## src/rtl/stage_sequencer_if.sv

```systemverilog
// stage_sequencer_if: decoder handshake plus ALU/TX/RX datapath signals of the stage sequencer.
interface stage_sequencer_if #(
    parameter int NSTAGES  = 4,
    parameter int REG_BITS = 8,
    parameter int NSHIFT   = 2,
    parameter int REP_BITS = 4
);
    localparam int SW = $clog2(NSTAGES);
    localparam int CW = $clog2(2 * REG_BITS / NSHIFT);
    logic                inst_valid;
    logic                inst_done;
    logic [NSTAGES-1:0]  stage_mask;
    logic [NSTAGES-1:0]  stage_send;
    logic [NSTAGES-1:0]  stage_wait_rx;
    logic [NSTAGES-1:0]  stage_wide;
    logic [SW-1:0]       repeat_stage;
    logic [REP_BITS-1:0] repeat_count;
    logic                use_cc;
    logic [3:0]          cc;
    logic [3:0]          flags;
    logic                tx_command_valid;
    logic                tx_command_started;
    logic                rx_data_valid;
    logic                busy;
    logic [SW-1:0]       stage;
    logic [REP_BITS-1:0] rep_index;
    logic [CW-1:0]       counter;
    logic                advance;
    logic                op_last;
    modport master (
        output inst_valid, stage_mask, stage_send, stage_wait_rx, stage_wide, repeat_stage,
               repeat_count, use_cc, cc, flags, tx_command_started, rx_data_valid,
        input  inst_done, tx_command_valid, busy, stage, rep_index, counter, advance, op_last
    );
    modport slave (
        input  inst_valid, stage_mask, stage_send, stage_wait_rx, stage_wide, repeat_stage,
               repeat_count, use_cc, cc, flags, tx_command_started, rx_data_valid,
        output inst_done, tx_command_valid, busy, stage, rep_index, counter, advance, op_last
    );
endinterface

```

## src/rtl/stage_sequencer.sv

```systemverilog
// stage_sequencer: walks an instruction through its enabled stages, counting bit-serial ALU cycles.
module stage_sequencer #(
    parameter int NSTAGES  = 4,
    parameter int REG_BITS = 8,
    parameter int NSHIFT   = 2,
    parameter int REP_BITS = 4
) (
    input logic clk,
    input logic reset,
    stage_sequencer_if.slave io
);
    localparam int SW = $clog2(NSTAGES);
    localparam int CW = $clog2(2 * REG_BITS / NSHIFT);

    typedef enum logic {IDLE, RUN} state_t;

    state_t              state_q, state_d;
    logic [SW-1:0]       stage_q, stage_d;
    logic [REP_BITS-1:0] rep_q, rep_d;
    logic [CW-1:0]       cnt_q, cnt_d;
    logic                sent_q, sent_d;
    logic [NSTAGES-1:0]  em;
    logic [SW-1:0]       first_s, next_s;
    logic                has_next;
    logic                cv, cond, cc_ok;
    logic [CW-1:0]       last_cnt;

    assign cv    = io.cc[0] ? io.flags[2] : io.flags[3];
    assign cond  = !io.cc[2] ? (io.cc[1] ? io.flags[1] : io.flags[0]) : (io.cc[1] ? cv && !io.flags[0] : cv);
    assign cc_ok = (io.cc[2:0] == 3'b000) ? 1'b1 : cond ^ io.cc[3];

    assign last_cnt = CW'((io.stage_wide[stage_q] ? 2 * REG_BITS : REG_BITS) / NSHIFT - 1);

    assign io.busy      = (state_q == RUN);
    assign io.stage     = stage_q;
    assign io.rep_index = rep_q;
    assign io.counter   = cnt_q;

    // A zero repeat count removes the repeatable stage from the walk entirely.
    always_comb begin
        em = io.stage_mask;
        if (io.repeat_count == '0) em[io.repeat_stage] = 1'b0;
        first_s  = '0;
        next_s   = '0;
        has_next = 1'b0;
        for (int i = NSTAGES - 1; i >= 0; i--) begin
            if (em[i]) first_s = SW'(i);
            if (em[i] && SW'(i) > stage_q) begin
                next_s   = SW'(i);
                has_next = 1'b1;
            end
        end
    end

    always_comb begin
        state_d             = state_q;
        stage_d             = stage_q;
        rep_d               = rep_q;
        cnt_d               = cnt_q;
        sent_d              = sent_q;
        io.inst_done        = 1'b0;
        io.tx_command_valid = 1'b0;
        io.advance          = 1'b0;
        io.op_last          = 1'b0;
        if (state_q == IDLE) begin
            if (io.inst_valid) begin
                if ((io.use_cc && !cc_ok) || em == '0) begin
                    io.inst_done = 1'b1;
                end else begin
                    state_d = RUN;
                    stage_d = first_s;
                    rep_d   = '0;
                    cnt_d   = '0;
                    sent_d  = 1'b0;
                end
            end
        end else begin
            io.tx_command_valid = io.stage_send[stage_q] && !sent_q;
            io.advance          = !io.tx_command_valid && !(io.stage_wait_rx[stage_q] && !io.rx_data_valid);
            io.op_last          = io.advance && cnt_q == last_cnt;
            if (io.tx_command_valid && io.tx_command_started) sent_d = 1'b1;
            if (io.advance) cnt_d = cnt_q + 1'b1;
            // Repetitions keep cmd_sent so the stage's command goes out only once.
            if (io.op_last) begin
                cnt_d = '0;
                if (stage_q == io.repeat_stage && {1'b0, rep_q} + 1'b1 < {1'b0, io.repeat_count}) begin
                    rep_d = rep_q + 1'b1;
                end else if (has_next) begin
                    stage_d = next_s;
                    rep_d   = '0;
                    sent_d  = 1'b0;
                end else begin
                    io.inst_done = 1'b1;
                    state_d      = IDLE;
                    stage_d      = '0;
                    rep_d        = '0;
                    sent_d       = 1'b0;
                end
            end
        end
    end

    always_ff @(posedge clk) begin
        if (reset) begin
            state_q <= IDLE;
            stage_q <= '0;
            rep_q   <= '0;
            cnt_q   <= '0;
            sent_q  <= 1'b0;
        end else begin
            state_q <= state_d;
            stage_q <= stage_d;
            rep_q   <= rep_d;
            cnt_q   <= cnt_d;
            sent_q  <= sent_d;
        end
    end
endmodule

```

## src/flat_wrapper.sv

```systemverilog
// flat-port wrapper written by rule: the top's interface ports become plain ports
module stage_sequencer_flat 
#(
    parameter int NSTAGES  = 4,
    parameter int REG_BITS = 8,
    parameter int NSHIFT   = 2,
    parameter int REP_BITS = 4
)
  (clk, reset, io_inst_valid, io_stage_mask, io_stage_send, io_stage_wait_rx, io_stage_wide, io_repeat_stage, io_repeat_count, io_use_cc, io_cc, io_flags, io_tx_command_started, io_rx_data_valid, io_inst_done, io_tx_command_valid, io_busy, io_stage, io_rep_index, io_counter, io_advance, io_op_last);
  stage_sequencer_if #(.NSTAGES(NSTAGES), .REG_BITS(REG_BITS), .NSHIFT(NSHIFT), .REP_BITS(REP_BITS)) io_i ();
  input logic clk;
  input logic reset;
  input wire logic [$bits(io_i.inst_valid)-1:0] io_inst_valid;
  input wire logic [$bits(io_i.stage_mask)-1:0] io_stage_mask;
  input wire logic [$bits(io_i.stage_send)-1:0] io_stage_send;
  input wire logic [$bits(io_i.stage_wait_rx)-1:0] io_stage_wait_rx;
  input wire logic [$bits(io_i.stage_wide)-1:0] io_stage_wide;
  input wire logic [$bits(io_i.repeat_stage)-1:0] io_repeat_stage;
  input wire logic [$bits(io_i.repeat_count)-1:0] io_repeat_count;
  input wire logic [$bits(io_i.use_cc)-1:0] io_use_cc;
  input wire logic [$bits(io_i.cc)-1:0] io_cc;
  input wire logic [$bits(io_i.flags)-1:0] io_flags;
  input wire logic [$bits(io_i.tx_command_started)-1:0] io_tx_command_started;
  input wire logic [$bits(io_i.rx_data_valid)-1:0] io_rx_data_valid;
  output wire logic [$bits(io_i.inst_done)-1:0] io_inst_done;
  output wire logic [$bits(io_i.tx_command_valid)-1:0] io_tx_command_valid;
  output wire logic [$bits(io_i.busy)-1:0] io_busy;
  output wire logic [$bits(io_i.stage)-1:0] io_stage;
  output wire logic [$bits(io_i.rep_index)-1:0] io_rep_index;
  output wire logic [$bits(io_i.counter)-1:0] io_counter;
  output wire logic [$bits(io_i.advance)-1:0] io_advance;
  output wire logic [$bits(io_i.op_last)-1:0] io_op_last;
  assign io_i.inst_valid = io_inst_valid;
  assign io_i.stage_mask = io_stage_mask;
  assign io_i.stage_send = io_stage_send;
  assign io_i.stage_wait_rx = io_stage_wait_rx;
  assign io_i.stage_wide = io_stage_wide;
  assign io_i.repeat_stage = io_repeat_stage;
  assign io_i.repeat_count = io_repeat_count;
  assign io_i.use_cc = io_use_cc;
  assign io_i.cc = io_cc;
  assign io_i.flags = io_flags;
  assign io_i.tx_command_started = io_tx_command_started;
  assign io_i.rx_data_valid = io_rx_data_valid;
  assign io_inst_done = io_i.inst_done;
  assign io_tx_command_valid = io_i.tx_command_valid;
  assign io_busy = io_i.busy;
  assign io_stage = io_i.stage;
  assign io_rep_index = io_i.rep_index;
  assign io_counter = io_i.counter;
  assign io_advance = io_i.advance;
  assign io_op_last = io_i.op_last;
  stage_sequencer #(.NSTAGES(NSTAGES), .REG_BITS(REG_BITS), .NSHIFT(NSHIFT), .REP_BITS(REP_BITS)) u_core (.clk(clk), .reset(reset), .io(io_i));
endmodule
```

## config.mk

```make
export PLATFORM = sky130hd
export DESIGN_NAME = stage_sequencer_flat
export DESIGN_NICKNAME = d
export VERILOG_FILES = /design/src/rtl/stage_sequencer_if.sv /design/src/rtl/stage_sequencer.sv /design/src/flat_wrapper.sv
export SDC_FILE = /design/constraint.sdc
export NUM_CORES = 1
export LEC_CHECK = 0
export ABC_AREA = 1
export ABC_CLOCK_PERIOD_IN_PS = 3700
export CAP_MARGIN = 10
export CORE_UTILIZATION = 47
export DETAILED_ROUTE_END_ITERATION = 8
export PLACE_DENSITY = 0.95
export REMOVE_ABC_BUFFERS = 1
export SLEW_MARGIN = 5
export SYNTH_ARGS = -nofsm -noshare
export SYNTH_HDL_FRONTEND = slang
export SYNTH_SLANG_ARGS = --single-unit
```

## constraint.sdc

```tcl
create_clock -name clk -period 3.7 [get_ports clk]
set_input_delay 0.74 -clock clk [delete_from_list [all_inputs] [get_ports clk]]
set_output_delay 0.74 -clock clk [all_outputs]
set_load 0.1 [all_outputs]
```

-- After elaboration in Yosys (flattened, before gate mapping)
Index checks and enable logic that the tools add are counted.
- register bits: 11
- bits of input ports: 36
- reduce and logical (&&, ||, !) cells: 28
- add/subtract/negate cells: 5
- bitwise logic cells: 4
- mux-type cells: 64
- $lt $le $gt $ge: 8
- eq/ne operators: 6
- operators with widths (kind ; count):
    $mux W1 ; 34
    $mux W2 ; 14
    $mux W4 ; 7
    $mux W3 ; 5
    $logic_and A1 B1 Y1 ; 13
    $logic_not A4 Y1 ; 2
    $bmux W1 S2 ; 3
    $logic_not A1 Y1 ; 6
    $lt A2 B3 Y1 const B ; 2
    $reduce_and A3 Y1 ; 2
    $add A4 B1 Y5 const B ; 1
    $lt A5 B4 Y1 ; 1
    $add A4 B1 Y4 const B ; 1
    $and A4 B4 Y4 ; 1
    $gt A1 B2 Y1 const A ; 2
    $gt A2 B2 Y1 const A ; 2
    $ne A2 B2 Y1 const B ; 2
    $not A4 Y4 ; 1
    $reduce_and A4 Y1 ; 1
    $add A3 B1 Y3 ; 1
    $add A3 B1 Y3 const B ; 1
    $eq A3 B3 Y1 ; 1
    $logic_not A3 Y1 ; 1
    $ne A3 B3 Y1 const B ; 1
    10 further kinds ; 10

-- Depth between registers and ports, before layout
- depth in word-level cells: 16
- depth in mapped cells: 15
- depth with buffers taken out: 14

-- Worst setup path before layout
OpenSTA, ideal clock, no wires.
- kind: register -> output
- start point: reg u_core.rep_q[0], in the netlist u_core.io.rep_index[0]
- end point: out io_inst_done
- slack: -1302 ps
- stages on the path, launching flop included: 10
- buffers on the path: 0
- data arrival time: 4262 ps
- data required time: 2960 ps
- cell sequence: dfxtp_1 > ha_1 > xor2_1 > ha_1 > inv_1 > o21bai_1 > nand2_1 > nand2_1 > nand4_1 > o21ai_0
- longest elaborated chain between the ends: 6
- ends and longest elaborated chain (item ; RTL line ; text):
    start, declared ; stage_sequencer.sv:19 ; logic [REP_BITS-1:0] rep_q, rep_d;
    start signal, assigned ; stage_sequencer.sv:113 ; rep_q <= rep_d;
    $add A4 B1 Y5 ; stage_sequencer.sv:86 ; if (stage_q == io.repeat_stage && {1'b0, rep_q} + 1'b1 < {1'b0, io.repeat_count}) begin
    $lt A5 B4 Y1 ; stage_sequencer.sv:86 ;
    $logic_and A1 B1 Y1 ; stage_sequencer.sv:86 ;
    $mux W1 ; stage_sequencer.sv:86 ;
    $mux W1 ; stage_sequencer.sv:84 ; if (io.op_last) begin
    $mux W1 ; stage_sequencer.sv:65 ; if (state_q == IDLE) begin
    end, declared ; flat_wrapper.sv:25 ; output wire logic [$bits(io_i.inst_done)-1:0] io_inst_done;
No other way between the ends.

-- Final worst setup path
- start point: in io_repeat_count[1]
- end point: out io_inst_done
- longest elaborated chain between the ends: 11
- elaborated cells between the ends (all ways): 20
- classes of those cells: order compare (1); mux (11); reduce/logical (8)
- ends and longest elaborated chain (item ; RTL line ; text):
    start, declared ; flat_wrapper.sv:19 ; input wire logic [$bits(io_i.repeat_count)-1:0] io_repeat_count;
    $logic_not A4 Y1 ; stage_sequencer.sv:42 ; if (io.repeat_count == '0) em[io.repeat_stage] = 1'b0;
    $mux W4 ; stage_sequencer.sv:42 ;
    $logic_and A1 B1 Y1 ; stage_sequencer.sv:48 ; if (em[i] && SW'(i) > stage_q) begin
    $mux W1 (4 in series) ; stage_sequencer.sv:48 ;
    $mux W1 ; stage_sequencer.sv:88 ; end else if (has_next) begin
    $mux W1 ; stage_sequencer.sv:86 ;
    $mux W1 ; stage_sequencer.sv:84 ;
    $mux W1 (*) ; stage_sequencer.sv:65 ;
Mark *: on every way between the ends. The rest lies on a longest branch, timed or not.

==> impl_metrics.ini <==
[outcome]
outcome = completed

[finish]
nets = 305
n_antenna_cell = 0
area_growth_pct = 43.77
drive_gt1_frac = 0.1597
fin_area_mm2 = 0.001775
fillers = 218

[placement]
port_buffers = 49
dp_hpwl_mm = 2.465
place_area_mm2 = 0.001749
gp_congestion = 0.8412

[clock_tree]
cts_buffer_depth = 2
postCtsSetupBuffers = 0
clkSlewWorstSetupHoldPaths_ns = 0.07
clockRootBuffer = clkbuf_4
clk_latency_ns = 0.27
cts_num_sinks = 11
ctsResizeCount = 0
hold_buffers = 0
cts_tree = built
htreeDepth = 1
cts_buffers = 3

[critical_path]
path_max_fanout = 2
crit_path_start_kind = input pin
required_ns = 2.96
timing.rr.start = u_core.io.rep_index[0]$_SDFFE_PP0P_
r2r_end = u_core.io.rep_index[1]$_SDFFE_PP0P_
crit_arrival_ns = 2.62
cp-end-kind = primary output
cp-startpoint = io_repeat_count[1]
r2r_slack_ns = 1.69
worstSetupPathType = input pin to primary output
ff2ff_path_depth = 12

[hold_path]
holdPathEnd = u_core.sent_q$_SDFFE_PP0P_
min_path_type = flop to flop
hold_start = u_core.sent_q$_SDFFE_PP0P_
hold_depth = 2

[route]
drtIter0Drc = 22
antenna_left = 0
drc = 0
avgRoutedWirePerCell_um = 10.37
viasPerCell = 4.928
vias = 1444
drt_first_pass_iters = 4
wirelength_mm = 3.037

[logic_synthesis]
synth_edf_count = 0
yosys.area.top_type_share = 0.1783
synthDistinctLibCells = 28
syn_avg_cell_area_um2 = 5.798
synth_top_area_cell = dfxtp_1
netlist_instances = 213
synth_common_cells = 58 x nand2_1, 30 x inv_1, 28 x nor2_1, 16 x nand3_1, 15 x nand2_2
post-synth-top-count-cell = nand2_1
seq_area_frac_synth = 0.1783
synth_ff_type = dfxtp_1
synthTopCellsByArea = dfxtp_1 18%, nand2_1 18%, inv_1 9.1%, nor2_1 8.5%, nand2_2 7.6%
synth-async-reset-ratio = 0
yosysWarnings = 0
syn_area_mm2 = 0.001235
ys_ff_latch = 11

[sta]
tightest_slew_ns = 0.9636
finClkSkew_ns = 0.002467
fin_crit_sh = 0.9092
min_period_ns = 3.364
finalSetupViolCount = 0
fmax_mhz = 297.3
finalMaxSlewViolations = 0
slew_headroom = 0.3556
hold_viol = 0
rsz0062_at_grt = false

[grt]
grt_pass1_wl_mm = 4.954
overflow = 0
grt_pass1_vias = 1266
antenna_found_initial = 0
grt_max_degree = 11
grt_util_all_layers = 0.2319

[floorplan]
die_h_um = 53.26
dieArea_mm2 = 0.002837
start_util = 0.4985
die_w_um = 53.26
pin_count = 50
core_area_mm2 = 0.002477
num_rows = 18

[power_and_ir_drop]
ir_drop_mv = 0.2602
leakage_uw = 0.0008856
power_density_mw_per_mm2 = 317.5
power_uw = 563.7

[flow_run]
drv_cap = 0
-- worst max-delay path, stage by stage --
cell and delay [ns]:
clkdlybuf4s50_1 0.49, inv_1 0.05, ha_1 0.27, a21oi_1 0.06
o21bai_1 0.22, nand2_1 0.09, nand2_1 0.07, nand4_1 0.11
o21ai_0 0.31, buf_12 0.22
-- worst max path at each step --
| stage | end |
|---|---|
| after floorplan | io_inst_done |
| after global placement | io_inst_done |
| after detailed placement | io_inst_done |
| after CTS | io_inst_done |
| after global routing | io_inst_done |
| final | io_inst_done |
-- flip-flops by register name, summed over array words and instances (netlist names) --
| name | flops |
|---|---|
| u_core.io.rep_index | 4 |
| u_core.sent_q | 1 |
| u_core.io.busy | 1 |
| u_core.io.counter | 3 |
| u_core.io.stage | 2 |
-- power by group --
part | switching, µW | internal, µW
registers | 21.8 | 130
logic | 218 | 112
clock network | 39.4 | 41.7
-- area by class of cell --
| cell class | count | area (µm²) | share of cell area |
|---|---|---|---|
| Multi-Input combinational cell | 163 | 850.8 | 0.4792 |
| Sequential cell | 11 | 220.2 | 0.1240 |
| Clock buffer | 4 | 26.28 | 0.01480 |
| Timing Repair Buffer | 49 | 500.5 | 0.2819 |
| Inverter | 36 | 140.1 | 0.07893 |
| Tap cell | 30 | 37.54 | 0.02114 |
-- through the flow --
stage	setup WS, ns	utilization	hold slack, ns	TNS, ns	std cells
floorplan	-1.302	-	0.4549	-1.302	210
global placement	0.4329	0.7061	0.4670	0	289
detailed placement	0.3471	0.7061	0.4843	0	289
CTS	0.3403	0.7167	0.4995	0	293
global route	0.1650	0.7167	0.5206	0	293
finish	0.3359	0.7167	0.4982	0	293
-- cells in the final DEF, fill, tap and decap left out, types with 2 or more instances in the layout --
cell type         n
nand2_1          58
o21ai_0           4
dfxtp_1          11
o21ai_1           5
xor2_1            2
nand3_2           4
nand3_1          16
ha_1              5
clkdlybuf4s50_1  43
o21bai_1          2
nand2_2          15
nor2_1           28
buf_4             4
clkinv_1          2
buf_12            2
clkbuf_4          3
inv_1            30
a21oi_1          10
nor2_2            5
inv_2             3
nand4_1           2
-- per-layer routing --
layer	wire length (µm)	vias to the layer above	track usage
met5	0	-	0
met1	1426	629	0.2774
met2	1379	38	0.4188
li1	-	769	-
met4	33	0	0.05702
met3	198	8	0.04023
-- kinds of logic (layout without fill, tap and decap cells) --
logic type               Yosys count  in the layout  share of synthesized area
buffers and inverters             39             89                     0.1327
AO/OA/AOI/OAI                     24             24                     0.1125
AND/OR/NAND/NOR                  132            132                     0.5117
adder cells (fa/ha/maj)            5              5                    0.05066
XOR/XNOR                           2              2                    0.01419
flip-flops                        11             11                     0.1783
(Power assumes the default switching activity.)
